===== config.mk =====
export PLATFORM = sky130hd
export DESIGN_NAME = poly_sample_player
export DESIGN_NICKNAME = d
export VERILOG_FILES = /design/src/rtl/poly_sample_player.sv
export SDC_FILE = /design/constraint.sdc
export NUM_CORES = 1
export LEC_CHECK = 0
export ABC_AREA = 1
export CAP_MARGIN = 20
export CORE_AREA = 8 8 171 189
export CTS_CLUSTER_SIZE = 8
export DETAILED_ROUTE_END_ITERATION = 7
export DIE_AREA = 0 0 179 197
export SETUP_SLACK_MARGIN = 0.2
export SYNTH_ARGS = -nofsm -noshare
export SYNTH_HDL_FRONTEND = slang
export SYNTH_SLANG_ARGS = --single-unit

===== constraint.sdc =====
create_clock -name CLK -period 2.55 [get_ports CLK]
set_clock_uncertainty 0.05 [all_clocks]
set_input_delay 0.765 -clock CLK [delete_from_list [all_inputs] [get_ports CLK]]
set_output_delay 0.765 -clock CLK [all_outputs]
set_load 0.005 [all_outputs]

===== src/rtl/poly_sample_player.sv =====
`default_nettype none
// poly_sample_player -- polyphonic one-shot sample player, saturating mixer, 1-bit sigma-delta output. Rev 1.0
// Build option VOICE_STEAL_EN: when every voice is busy, a new trigger steals the voice closest to finishing.
module poly_sample_player #(
  parameter int VOICES      = 4,
  parameter int SAMPLE_BITS = 3,
  parameter int ADDR_BITS   = 14,
  parameter int DATA_BITS   = 8,
  parameter int RATE_DIV    = 5000
) (
  input  logic                   CLK,
  input  logic                   RESET_N,
  input  logic [SAMPLE_BITS-1:0] SELECT,
  input  logic                   TRIGGER,
  output logic [SAMPLE_BITS-1:0] DESC_SEL,
  input  logic [ADDR_BITS-1:0]   DESC_START,
  input  logic [ADDR_BITS-1:0]   DESC_LEN,
  output logic [ADDR_BITS-1:0]   ROM_ADDR,
  input  logic [DATA_BITS-1:0]   ROM_DATA,
  output logic [VOICES-1:0]      VOICE_BUSY,
  output logic                   AUDIO
);
  localparam int DIV_W = $clog2(RATE_DIV);
  localparam int CNT_W = $clog2(VOICES + 1);
  localparam int ACC_W = DATA_BITS + $clog2(VOICES) + 1;
  localparam logic signed [ACC_W-1:0] SAT_HI = ACC_W'((2 ** (DATA_BITS - 1)) - 1);
  localparam logic signed [ACC_W-1:0] SAT_LO = ~SAT_HI;
  localparam logic [DATA_BITS-1:0] MID_LEVEL = {1'b1, {(DATA_BITS - 1){1'b0}}};

  typedef enum logic [1:0] {S_IDLE = 2'd0, S_FETCH = 2'd1, S_MIX = 2'd2} state_t;

  state_t                  state_q, state_d;
  logic [DIV_W-1:0]        div_q, div_d;
  logic [CNT_W-1:0]        fcnt_q, fcnt_d;
  logic signed [ACC_W-1:0] acc_q, acc_d;
  logic [DATA_BITS-1:0]    level_q, level_d;
  logic [DATA_BITS-1:0]    sd_q, sd_d;
  logic                    audio_q, audio_d;
  logic [ADDR_BITS-1:0]    rom_addr_q, rom_addr_d;
  logic                    pend_q, pend_d;
  logic [ADDR_BITS-1:0]    pend_start_q, pend_start_d;
  logic [ADDR_BITS-1:0]    pend_len_q, pend_len_d;
  logic [VOICES-1:0]       busy_q, busy_d;
  logic [ADDR_BITS-1:0]    ptr_q    [VOICES];
  logic [ADDR_BITS-1:0]    ptr_d    [VOICES];
  logic [ADDR_BITS-1:0]    remain_q [VOICES];
  logic [ADDR_BITS-1:0]    remain_d [VOICES];

  logic                    tick;
  logic                    serviced;
  logic                    any_free;
  logic [VOICES-1:0]       free_oh;
  logic [VOICES-1:0]       alloc_oh;
  logic signed [ACC_W-1:0] sample_s;
  logic [DATA_BITS-1:0]    clamp;

  // Offset-binary word to two's complement: flip the MSB, then sign-extend.
  assign sample_s = {{(ACC_W - DATA_BITS){~ROM_DATA[DATA_BITS-1]}},
                     ~ROM_DATA[DATA_BITS-1], ROM_DATA[DATA_BITS-2:0]};

  always_comb begin
    free_oh  = '0;
    any_free = 1'b0;
    for (int v = 0; v < VOICES; v++) begin
      if (!busy_q[v] && !any_free) begin
        free_oh[v] = 1'b1;
        any_free   = 1'b1;
      end
    end
  end

`ifdef VOICE_STEAL_EN
  logic [VOICES-1:0]    steal_oh;
  logic [ADDR_BITS-1:0] best_rem;

  // Strict less-than keeps the lowest index on ties.
  always_comb begin
    steal_oh = VOICES'(1);
    best_rem = remain_q[0];
    for (int v = 1; v < VOICES; v++) begin
      if (remain_q[v] < best_rem) begin
        steal_oh    = '0;
        steal_oh[v] = 1'b1;
        best_rem    = remain_q[v];
      end
    end
  end

  always_comb begin
    alloc_oh = any_free ? free_oh : steal_oh;
  end
`else
  // With no free voice free_oh is zero, so the pending trigger is simply dropped.
  always_comb begin
    alloc_oh = free_oh;
  end
`endif

  always_comb begin
    clamp = acc_q[DATA_BITS-1:0];
    if (acc_q > SAT_HI) begin
      clamp = SAT_HI[DATA_BITS-1:0];
    end else if (acc_q < SAT_LO) begin
      clamp = SAT_LO[DATA_BITS-1:0];
    end
  end

  always_comb begin
    state_d      = state_q;
    fcnt_d       = fcnt_q;
    acc_d        = acc_q;
    level_d      = level_q;
    rom_addr_d   = rom_addr_q;
    pend_d       = pend_q;
    pend_start_d = pend_start_q;
    pend_len_d   = pend_len_q;
    busy_d       = busy_q;
    ptr_d        = ptr_q;
    remain_d     = remain_q;
    serviced     = 1'b0;

    tick  = (div_q == '0);
    div_d = (div_q == DIV_W'(RATE_DIV - 1)) ? '0 : div_q + 1'b1;
    {audio_d, sd_d} = {1'b0, sd_q} + {1'b0, level_q};

    case (state_q)
      S_IDLE: begin
        if (tick) begin
          state_d    = S_FETCH;
          fcnt_d     = '0;
          acc_d      = '0;
          rom_addr_d = ptr_q[0];
        end else if (pend_q) begin
          serviced = 1'b1;
          for (int v = 0; v < VOICES; v++) begin
            if (alloc_oh[v]) begin
              ptr_d[v]    = pend_start_q;
              remain_d[v] = pend_len_q;
              busy_d[v]   = 1'b1;
            end
          end
        end
      end
      S_FETCH: begin
        // ROM data for voice v arrives one cycle after its address, i.e. at fcnt = v+1.
        for (int v = 0; v < VOICES; v++) begin
          if ((fcnt_q == CNT_W'(v + 1)) && busy_q[v]) begin
            acc_d       = acc_q + sample_s;
            ptr_d[v]    = ptr_q[v] + 1'b1;
            remain_d[v] = remain_q[v] - 1'b1;
            if (remain_q[v] == ADDR_BITS'(1)) begin
              busy_d[v] = 1'b0;
            end
          end
        end
        for (int v = 1; v < VOICES; v++) begin
          if (fcnt_q == CNT_W'(v - 1)) begin
            rom_addr_d = ptr_q[v];
          end
        end
        if (fcnt_q == CNT_W'(VOICES)) begin
          state_d = S_MIX;
        end else begin
          fcnt_d = fcnt_q + 1'b1;
        end
      end
      S_MIX: begin
        level_d = {~clamp[DATA_BITS-1], clamp[DATA_BITS-2:0]};
        state_d = S_IDLE;
      end
      default: state_d = S_IDLE;
    endcase

    // A fresh trigger wins over clearing the one just serviced.
    if (TRIGGER && (DESC_LEN != '0)) begin
      pend_d       = 1'b1;
      pend_start_d = DESC_START;
      pend_len_d   = DESC_LEN;
    end else if (serviced) begin
      pend_d = 1'b0;
    end
  end

  always_ff @(posedge CLK or negedge RESET_N) begin
    if (!RESET_N) begin
      state_q      <= S_IDLE;
      div_q        <= '0;
      fcnt_q       <= '0;
      acc_q        <= '0;
      level_q      <= MID_LEVEL;
      sd_q         <= '0;
      audio_q      <= 1'b0;
      rom_addr_q   <= '0;
      pend_q       <= 1'b0;
      pend_start_q <= '0;
      pend_len_q   <= '0;
      busy_q       <= '0;
      for (int v = 0; v < VOICES; v++) begin
        ptr_q[v]    <= '0;
        remain_q[v] <= '0;
      end
    end else begin
      state_q      <= state_d;
      div_q        <= div_d;
      fcnt_q       <= fcnt_d;
      acc_q        <= acc_d;
      level_q      <= level_d;
      sd_q         <= sd_d;
      audio_q      <= audio_d;
      rom_addr_q   <= rom_addr_d;
      pend_q       <= pend_d;
      pend_start_q <= pend_start_d;
      pend_len_q   <= pend_len_d;
      busy_q       <= busy_d;
      ptr_q        <= ptr_d;
      remain_q     <= remain_d;
    end
  end

  assign DESC_SEL   = SELECT;
  assign ROM_ADDR   = rom_addr_q;
  assign VOICE_BUSY = busy_q;
  assign AUDIO      = audio_q;

endmodule
`default_nettype wire


==> results of run 1 <==
## per-layer routing
metal | up-vias | share of wire
li1 | 6238 | -
met1 | 5680 | 0.47
met2 | 299 | 0.46
met3 | 60 | 0.056
met4 | 0 | 0.021
met5 | - | 0
## layout make-up
class                           count  area, um^2
Clock buffer                       43         788
Fill cell                        2964       14400
Inverter                          162         619
Multi-Input combinational cell   1526        6890
Sequential cell                   205        5140
Tap cell                          374         468
Timing Repair Buffer               82         832
## synthesized netlist by cell type
| library cell | count |
|---|---|
| o21ai_0 | 98 |
| a21boi_0 | 1 |
| inv_2 | 5 |
| nand3_2 | 3 |
| nor2_4 | 2 |
| nor3_1 | 8 |
| buf_2 | 33 |
| o211ai_1 | 2 |
| o22ai_1 | 12 |
| buf_1 | 1 |
| buf_4 | 6 |
| ha_1 | 37 |
| nand3_1 | 141 |
| o21ai_1 | 4 |
| nand2_1 | 920 |
| dfrtp_1 | 204 |
| clkinv_1 | 1 |
| xor2_1 | 20 |
| xnor2_1 | 14 |
| nor2_2 | 3 |
| o21ai_2 | 1 |
| nand2_2 | 2 |
| fa_1 | 2 |
| inv_4 | 1 |
| and2_4 | 1 |
| nand3b_1 | 8 |
| nor2_8 | 1 |
| clkbuf_1 | 15 |
| nand4_1 | 24 |
| nand2_4 | 1 |
| inv_1 | 155 |
| or2_2 | 5 |
| nor2_1 | 168 |
| o31ai_1 | 2 |
| buf_6 | 5 |
| o21bai_1 | 5 |
| dfstp_2 | 1 |
| a31oi_1 | 2 |
| a21oi_1 | 39 |
## cell families (layout without fill, tap and decap cells)
family | after synthesis | after routing | share of synthesized area
and+or+nand+nor | 1287 | 1287 | 0.401
AOI/OAI and AO/OA | 166 | 166 | 0.0678
xor gates and xnor gates | 34 | 34 | 0.0230
buffers and inverters | 222 | 287 | 0.0724
DFF | 205 | 205 | 0.397
adders and majority gates | 39 | 39 | 0.0389
## layout by cell type, fill, tap and decap left out, types with 4 or more instances in the layout
master and n:
a21oi_1 39, buf_12 5, buf_4 19, clkbuf_1 13
clkbuf_16 29, clkdlybuf4s50_1 53, dfrtp_1 200, dfrtp_2 4
ha_1 37, inv_1 154, inv_2 4, nand2_1 920
nand3_1 141, nand3b_1 8, nand4_1 24, nor2_1 167
nor2_2 4, nor3_1 8, o21ai_0 98, o21ai_1 4
o21bai_1 5, o22ai_1 12, or2_2 5, xnor2_1 14
xor2_1 20
## flip-flops by register name (all words and copies together) (netlist names)
register	count
div_q	13
VOICE_BUSY	4
ROM_ADDR	14
fcnt_q	3
AUDIO	1
remain_q	56
acc_q	11
sd_q	8
state_q	2
pend_len_q	14
ptr_q	56
pend_start_q	14
level_q	8
pend_q	1
## worst paths after layout
check	to	slack, ns	cells after the start
setup / recovery	ROM_ADDR[0]	0.28	1
setup reg to reg	acc_q[6]$_DFFE_PN0P_	0.40	11
max in group asynchronous	pend_start_q[3]$_DFFE_PN0P_	1.66	2
hold / removal	div_q[4]$_DFF_PN0_	0.14	1
min in group CLK	pend_len_q[0]$_DFFE_PN0P_	0.42	2
hold reg to reg	pend_len_q[0]$_DFFE_PN0P_	0.42	2
## power groups by stage
stage | clock network [mW] | registers (mW) | logic, mW
after global placement | 0 | 5.00 | 3.41
after floorplan | 0 | 4.69 | 2.74
after CTS | 3.58 | 4.99 | 3.51
after global routing | 3.72 | 5.13 | 4.10
final | 3.49 | 5.01 | 3.51
after detailed placement | 0 | 5.02 | 3.49
## timing repair
action	4_1_cts	5_1_grt
setup endpoints to repair	52	57
setup buffers	0	1
gates resized for setup	8	6
cloned	0	0
## metrics by stage
| stage | util | instance area (um^2) | setup WS (ns) | hold WS (ns) |
|---|---|---|---|---|
| 5_1_grt | 0.505 | 14700 | 0.192 | 0.154 |
| 2_1_floorplan | - | 12900 | 0.389 | 0.392 |
| 6_report | 0.505 | 14700 | 0.279 | 0.136 |
| 4_1_cts | 0.504 | 14700 | 0.150 | 0.132 |
| 3_5_place_dp | 0.477 | 13900 | -0.0773 | 0.408 |
| 3_3_place_gp | 0.477 | 13900 | -0.0554 | 0.403 |
==> flow_summary_export.csv, run 1 <==
group,metric,value,unit
outcome,outcome,"completed",
power_and_ir_drop,power_density,816,mW/mm^2
timing,slew_headroom,0.582,
clock_tree,cts_hold_buffers,0,
timing,tightest_slew,0.625,ns
clock_tree,clk_pin_slew,0.05,ns
global_routing,grt_max_degree,72,
job,drv_cap,0,
die,initial_core_util,0.444,
die,rows,66,
setup_path,end_kind,"output port",
timing,max_freq,0.440,GHz
clock_tree,clock-sinks,205,
yosys,synthCells,1953,
power_and_ir_drop,p_int,7.39,mW
yosys,syn_area,0.0129,mm^2
setup_path,crit_slowest_cell,"clkdlybuf4s50_1",
die,fp.dieH,197,um
global_routing,overflow,0,
setup_path,crit_arrival,1.46,ns
layout,finalNetCount,2087,
global_routing,grt_usage,0.210,
setup_path,path_delay_family,"buffers and inverters",
die,fp.dieW,179,um
layout,final_cells,2392,
clock_tree,cts.path.max_buffers,3,
setup_path,worstSetupPathType,"reg2out",
die,core-area,0.0292,mm^2
timing,setup_viol,0,
die,dieArea,0.0353,mm^2
timing,finalCritPeriodShare,0.891,
setup_path,cp_slowest_stage_delay,0.52,ns
yosys,ys_types,39,
power_and_ir_drop,finalPower,12.0,mW
yosys,ys.warnings.count,0,
route,viasPerCell,5.13,
layout,area_growth,13.9,%
route,drt-initial-drc-count,1118,
power_and_ir_drop,p_comb_frac,0.292,
yosys,synth_top_cell_by_area,"dfrtp_1",
place,dpl.hpwl,25.1,mm
yosys,ys_seq_area_frac,0.397,
timing,final_max_slew_viol_count,0,
timing,hold_violations,0,
clock_tree,numCtsBuffers,29,
power_and_ir_drop,p_seq_frac,0.417,
setup_path,reg2reg_from,"fcnt_q[0]$_DFFE_PN0P_",
clock_tree,clock_latency,0.54,ns
clock_tree,htreeDepth,1,
route,routedWlPerCell,15.2,um
hold_path,holdCritPathClass,"in2async",
setup_path,required,1.74,ns
global_routing,grt_pass1_vias,11800,
power_and_ir_drop,p_sw_frac,0.385,
global_routing,grt_antenna_before_repair,0,
timing,fin_crit,2.27,ns
place,gp_congestion,0.909,
power_and_ir_drop,pwr-share-clk,0.291,
route,wl,36.3,mm
power_and_ir_drop,power.net_switching,4.63,mW
die,io_pins,64,
power_and_ir_drop,power.leakage,7.77,nW
place,port_buffers,57,
timing,rsz0062_at_grt,"yes",
clock_tree,cts_tree,"built",
setup_path,cp_max_fo,2,
route,route.detailed.drc,0,
yosys,synthTopCellsByArea,"dfrtp_1 39%, nand2_1 27%, nand3_1 5.5%, nor2_1 4.9%, inv_1 4.5%",
power_and_ir_drop,peakVddDrop,0.470,mV
global_routing,met3_usage,0.0295,
global_routing,busiest_layer,"met2",
yosys,yosys_register_bits,205,
yosys,synth_fp_nets,2034,
route,vias,12300,
clock_tree,clockRootBuffer,"clkbuf_16",
route,firstDrtPassIters,5,
timing,setup_tns,0,ns
setup_path,cp-startpoint,"ROM_ADDR[0]$_DFFE_PN0P_",
setup_path,critPathLaunchType,"flop",
setup_path,cp_cell_sequence,"clkdlybuf4s50_1",
route,postRouteAntennaNets,0,
setup_path,path_buf_inv,1,
yosys,syn_avg_cell_area,6.63,um^2
global_routing,grt_use_met1,0.293,
global_routing,grt_pass1_wl,60.6,mm
layout,drive_above_1_share,0.0436,
global_routing,met2_usage,0.336,
yosys,yosysTopAreaCellShare,0.394,
layout,antenna_cells,0,
place,place_inst,2348,
Note: power is estimated with default switching activity, not from simulation.
==> run 2: changes to the inputs <==
--- a/config.mk
+++ b/config.mk
@@ -7,10 +7,13 @@
 export LEC_CHECK = 0
 export ABC_AREA = 1
 export CAP_MARGIN = 20
-export CORE_AREA = 8 8 171 189
+export CELL_PAD_IN_SITES_DETAIL_PLACEMENT = 2
+export CELL_PAD_IN_SITES_GLOBAL_PLACEMENT = 2
+export CORE_AREA = 8 8 174 242
 export CTS_CLUSTER_SIZE = 8
 export DETAILED_ROUTE_END_ITERATION = 7
-export DIE_AREA = 0 0 179 197
+export DIE_AREA = 0 0 182 250
+export PLACE_DENSITY_LB_ADDON = 0.1
 export SETUP_SLACK_MARGIN = 0.2
 export SYNTH_ARGS = -nofsm -noshare
 export SYNTH_HDL_FRONTEND = slang
==> flow_summary_export.csv, run 2 (same netlist as run 1, synthesis figures left out) <==
group,metric,value,unit
outcome,outcome,"completed",
die,fp.dieH,250,um
place,gp_congestion,0.822,
die,core-area,0.0383,mm^2
die,io_pins,64,
setup_path,end_kind,"output port",
route,postRouteAntennaNets,0,
setup_path,crit_slowest_cell,"clkdlybuf4s50_1",
setup_path,reg2reg_setup_slack,0.36,ns
layout,finalNetCount,2096,
layout,regArea,0.00513,mm^2
setup_path,worstSetupPathType,"reg2out",
timing,max_freq,0.436,GHz
setup_path,cp_cell_sequence,"clkdlybuf4s50_1",
timing,setup_tns,0,ns
global_routing,grt_usage,0.213,
timing,setup_viol,0,
global_routing,grt_pass1_vias,14700,
timing,rsz0062_at_grt,"no",
setup_path,critPathLaunchType,"flop",
clock_tree,clock_latency,0.57,ns
timing,final_max_slew_viol_count,0,
power_and_ir_drop,p_comb_frac,0.310,
place,port_buffers,57,
global_routing,grt_use_met1,0.223,
setup_path,r2r_end,"acc_q[6]$_DFFE_PN0P_",
route,vias,13000,
route,drt-initial-drc-count,576,
global_routing,grt_pass1_wl,78.3,mm
layout,antenna_cells,0,
hold_path,holdCritPathClass,"in2async",
global_routing,met3_usage,0.0211,
global_routing,grt_max_degree,77,
setup_path,reg2reg_from,"state_q[1]$_DFFE_PN0P_",
setup_path,cp_slowest_stage_delay,0.52,ns
power_and_ir_drop,power_density,831,mW/mm^2
timing,finalCritPeriodShare,0.900,
global_routing,overflow,0,
die,rows,85,
clock_tree,clockRootBuffer,"clkbuf_16",
global_routing,grt_antenna_before_repair,0,
die,dieArea,0.0455,mm^2
setup_path,crit_arrival,1.48,ns
route,route.detailed.drc,0,
clock_tree,numCtsBuffers,29,
die,initial_core_util,0.338,
layout,multiInputGateArea,0.00689,mm^2
setup_path,cp_max_fo,2,
route,wl,48.3,mm
clock_tree,clk_pin_slew,0.06,ns
setup_path,required,1.74,ns
timing,fin_crit,2.29,ns
setup_path,path_delay_family,"buffers and inverters",
power_and_ir_drop,pwr-share-clk,0.286,
clock_tree,htreeDepth,1,
setup_path,path_buf_inv,1,
die,fp.dieW,182,um
job,drv_cap,0,
timing,slew_headroom,0.498,
setup_path,crit_cells,1,
clock_tree,cts_tree,"built",
power_and_ir_drop,power.net_switching,4.99,mW
setup_path,r2r_cells,7,
layout,area_growth,15.5,%
power_and_ir_drop,p_int,7.44,mW
layout,final_core_util,0.390,
timing,hold_violations,0,
clock_tree,clock-sinks,205,
global_routing,busiest_layer,"met2",
layout,nFillCells,4655,
power_and_ir_drop,p_seq_frac,0.405,
power_and_ir_drop,p_sw_frac,0.401,
layout,final_common_cell,"nand2_1",
power_and_ir_drop,peakVddDrop,0.466,mV
route,routedWlPerCell,19.3,um
layout,largestRegisters,"ptr_q x56, remain_q x56",
power_and_ir_drop,power.leakage,7.81,nW
global_routing,met2_usage,0.421,
place,dpl.hpwl,35.8,mm
clock_tree,cts.path.max_buffers,3,
timing,tightest_slew,0.749,ns
power_and_ir_drop,finalPower,12.4,mW
layout,layout_common_cells,"920 x nand2_1, 201 x dfrtp_1, 167 x nor2_1, 154 x inv_1, 141 x nand3_1",
route,viasPerCell,5.20,
route,firstDrtPassIters,4,
layout,drive_above_1_share,0.0474,
==> run 2: what timing repair did <==
| item | CTS | global route |
|---|---|---|
| gates cloned | 0 | 1 |
| gates resized for setup | 5 | 6 |
| setup endpoints to repair | 37 | 54 |
| hold endpoints to repair | 0 | 0 |
| hold buffers | 0 | 0 |
| buffers inserted | 4 | 0 |
==> run 2: how the worst max path moves through the flow <==
stage,from,to
floorplan,ROM_DATA[0],acc_q[4]$_DFFE_PN0P_
global placement,ROM_DATA[0],acc_q[4]$_DFFE_PN0P_
detailed placement,ROM_DATA[0],acc_q[6]$_DFFE_PN0P_
CTS,VOICE_BUSY[0]$_DFFE_PN0P_,VOICE_BUSY[0]
global route,state_q[0]$_DFFE_PN0P_,ptr_q[45]$_DFFE_PN0P_
finish,VOICE_BUSY[1]$_DFFE_PN0P_,VOICE_BUSY[1]
==> run 2: per-layer routing <==
| layer | part of all wire | wire, um |
|---|---|---|
| met3 | 0.025 | 1190 |
| met4 | 0.044 | 2110 |
| met2 | 0.55 | 26400 |
| met5 | 0 | 0 |
| met1 | 0.39 | 18600 |
==> run 2: final cells by class <==
class | instances | area share
clock inverters | 1 | 0.000586
repair inverters | 1 | 0.000335
inverters | 162 | 0.0414
repair buffers | 90 | 0.0618
well taps | 478 | 0.0400
clock buffers | 41 | 0.0516
multi-input cells | 1526 | 0.461
flip-flops and latches | 205 | 0.344
==> run 2: metrics by stage <==
stage	std cells	hold WS (ns)	instance area [um^2]	setup slack, ns
2_1_floorplan	1953	0.392	12900	0.389
3_3_place_gp	2457	0.404	14100	-0.108
3_5_place_dp	2457	0.411	14100	-0.161
4_1_cts	2503	0.0346	14900	0.206
5_1_grt	2504	0.0595	14900	0.173
6_report	2504	0.0477	14900	0.256
==> run 2: power by group through the flow <==
stage | Sequential, mW | Clock (mW) | Combinational [mW]
floorplan | 4.69 | 0 | 2.74
global placement | 5.04 | 0 | 3.60
detailed placement | 5.08 | 0 | 3.83
CTS | 5.03 | 3.68 | 3.93
global route | 5.15 | 3.77 | 4.42
finish | 5.03 | 3.55 | 3.85
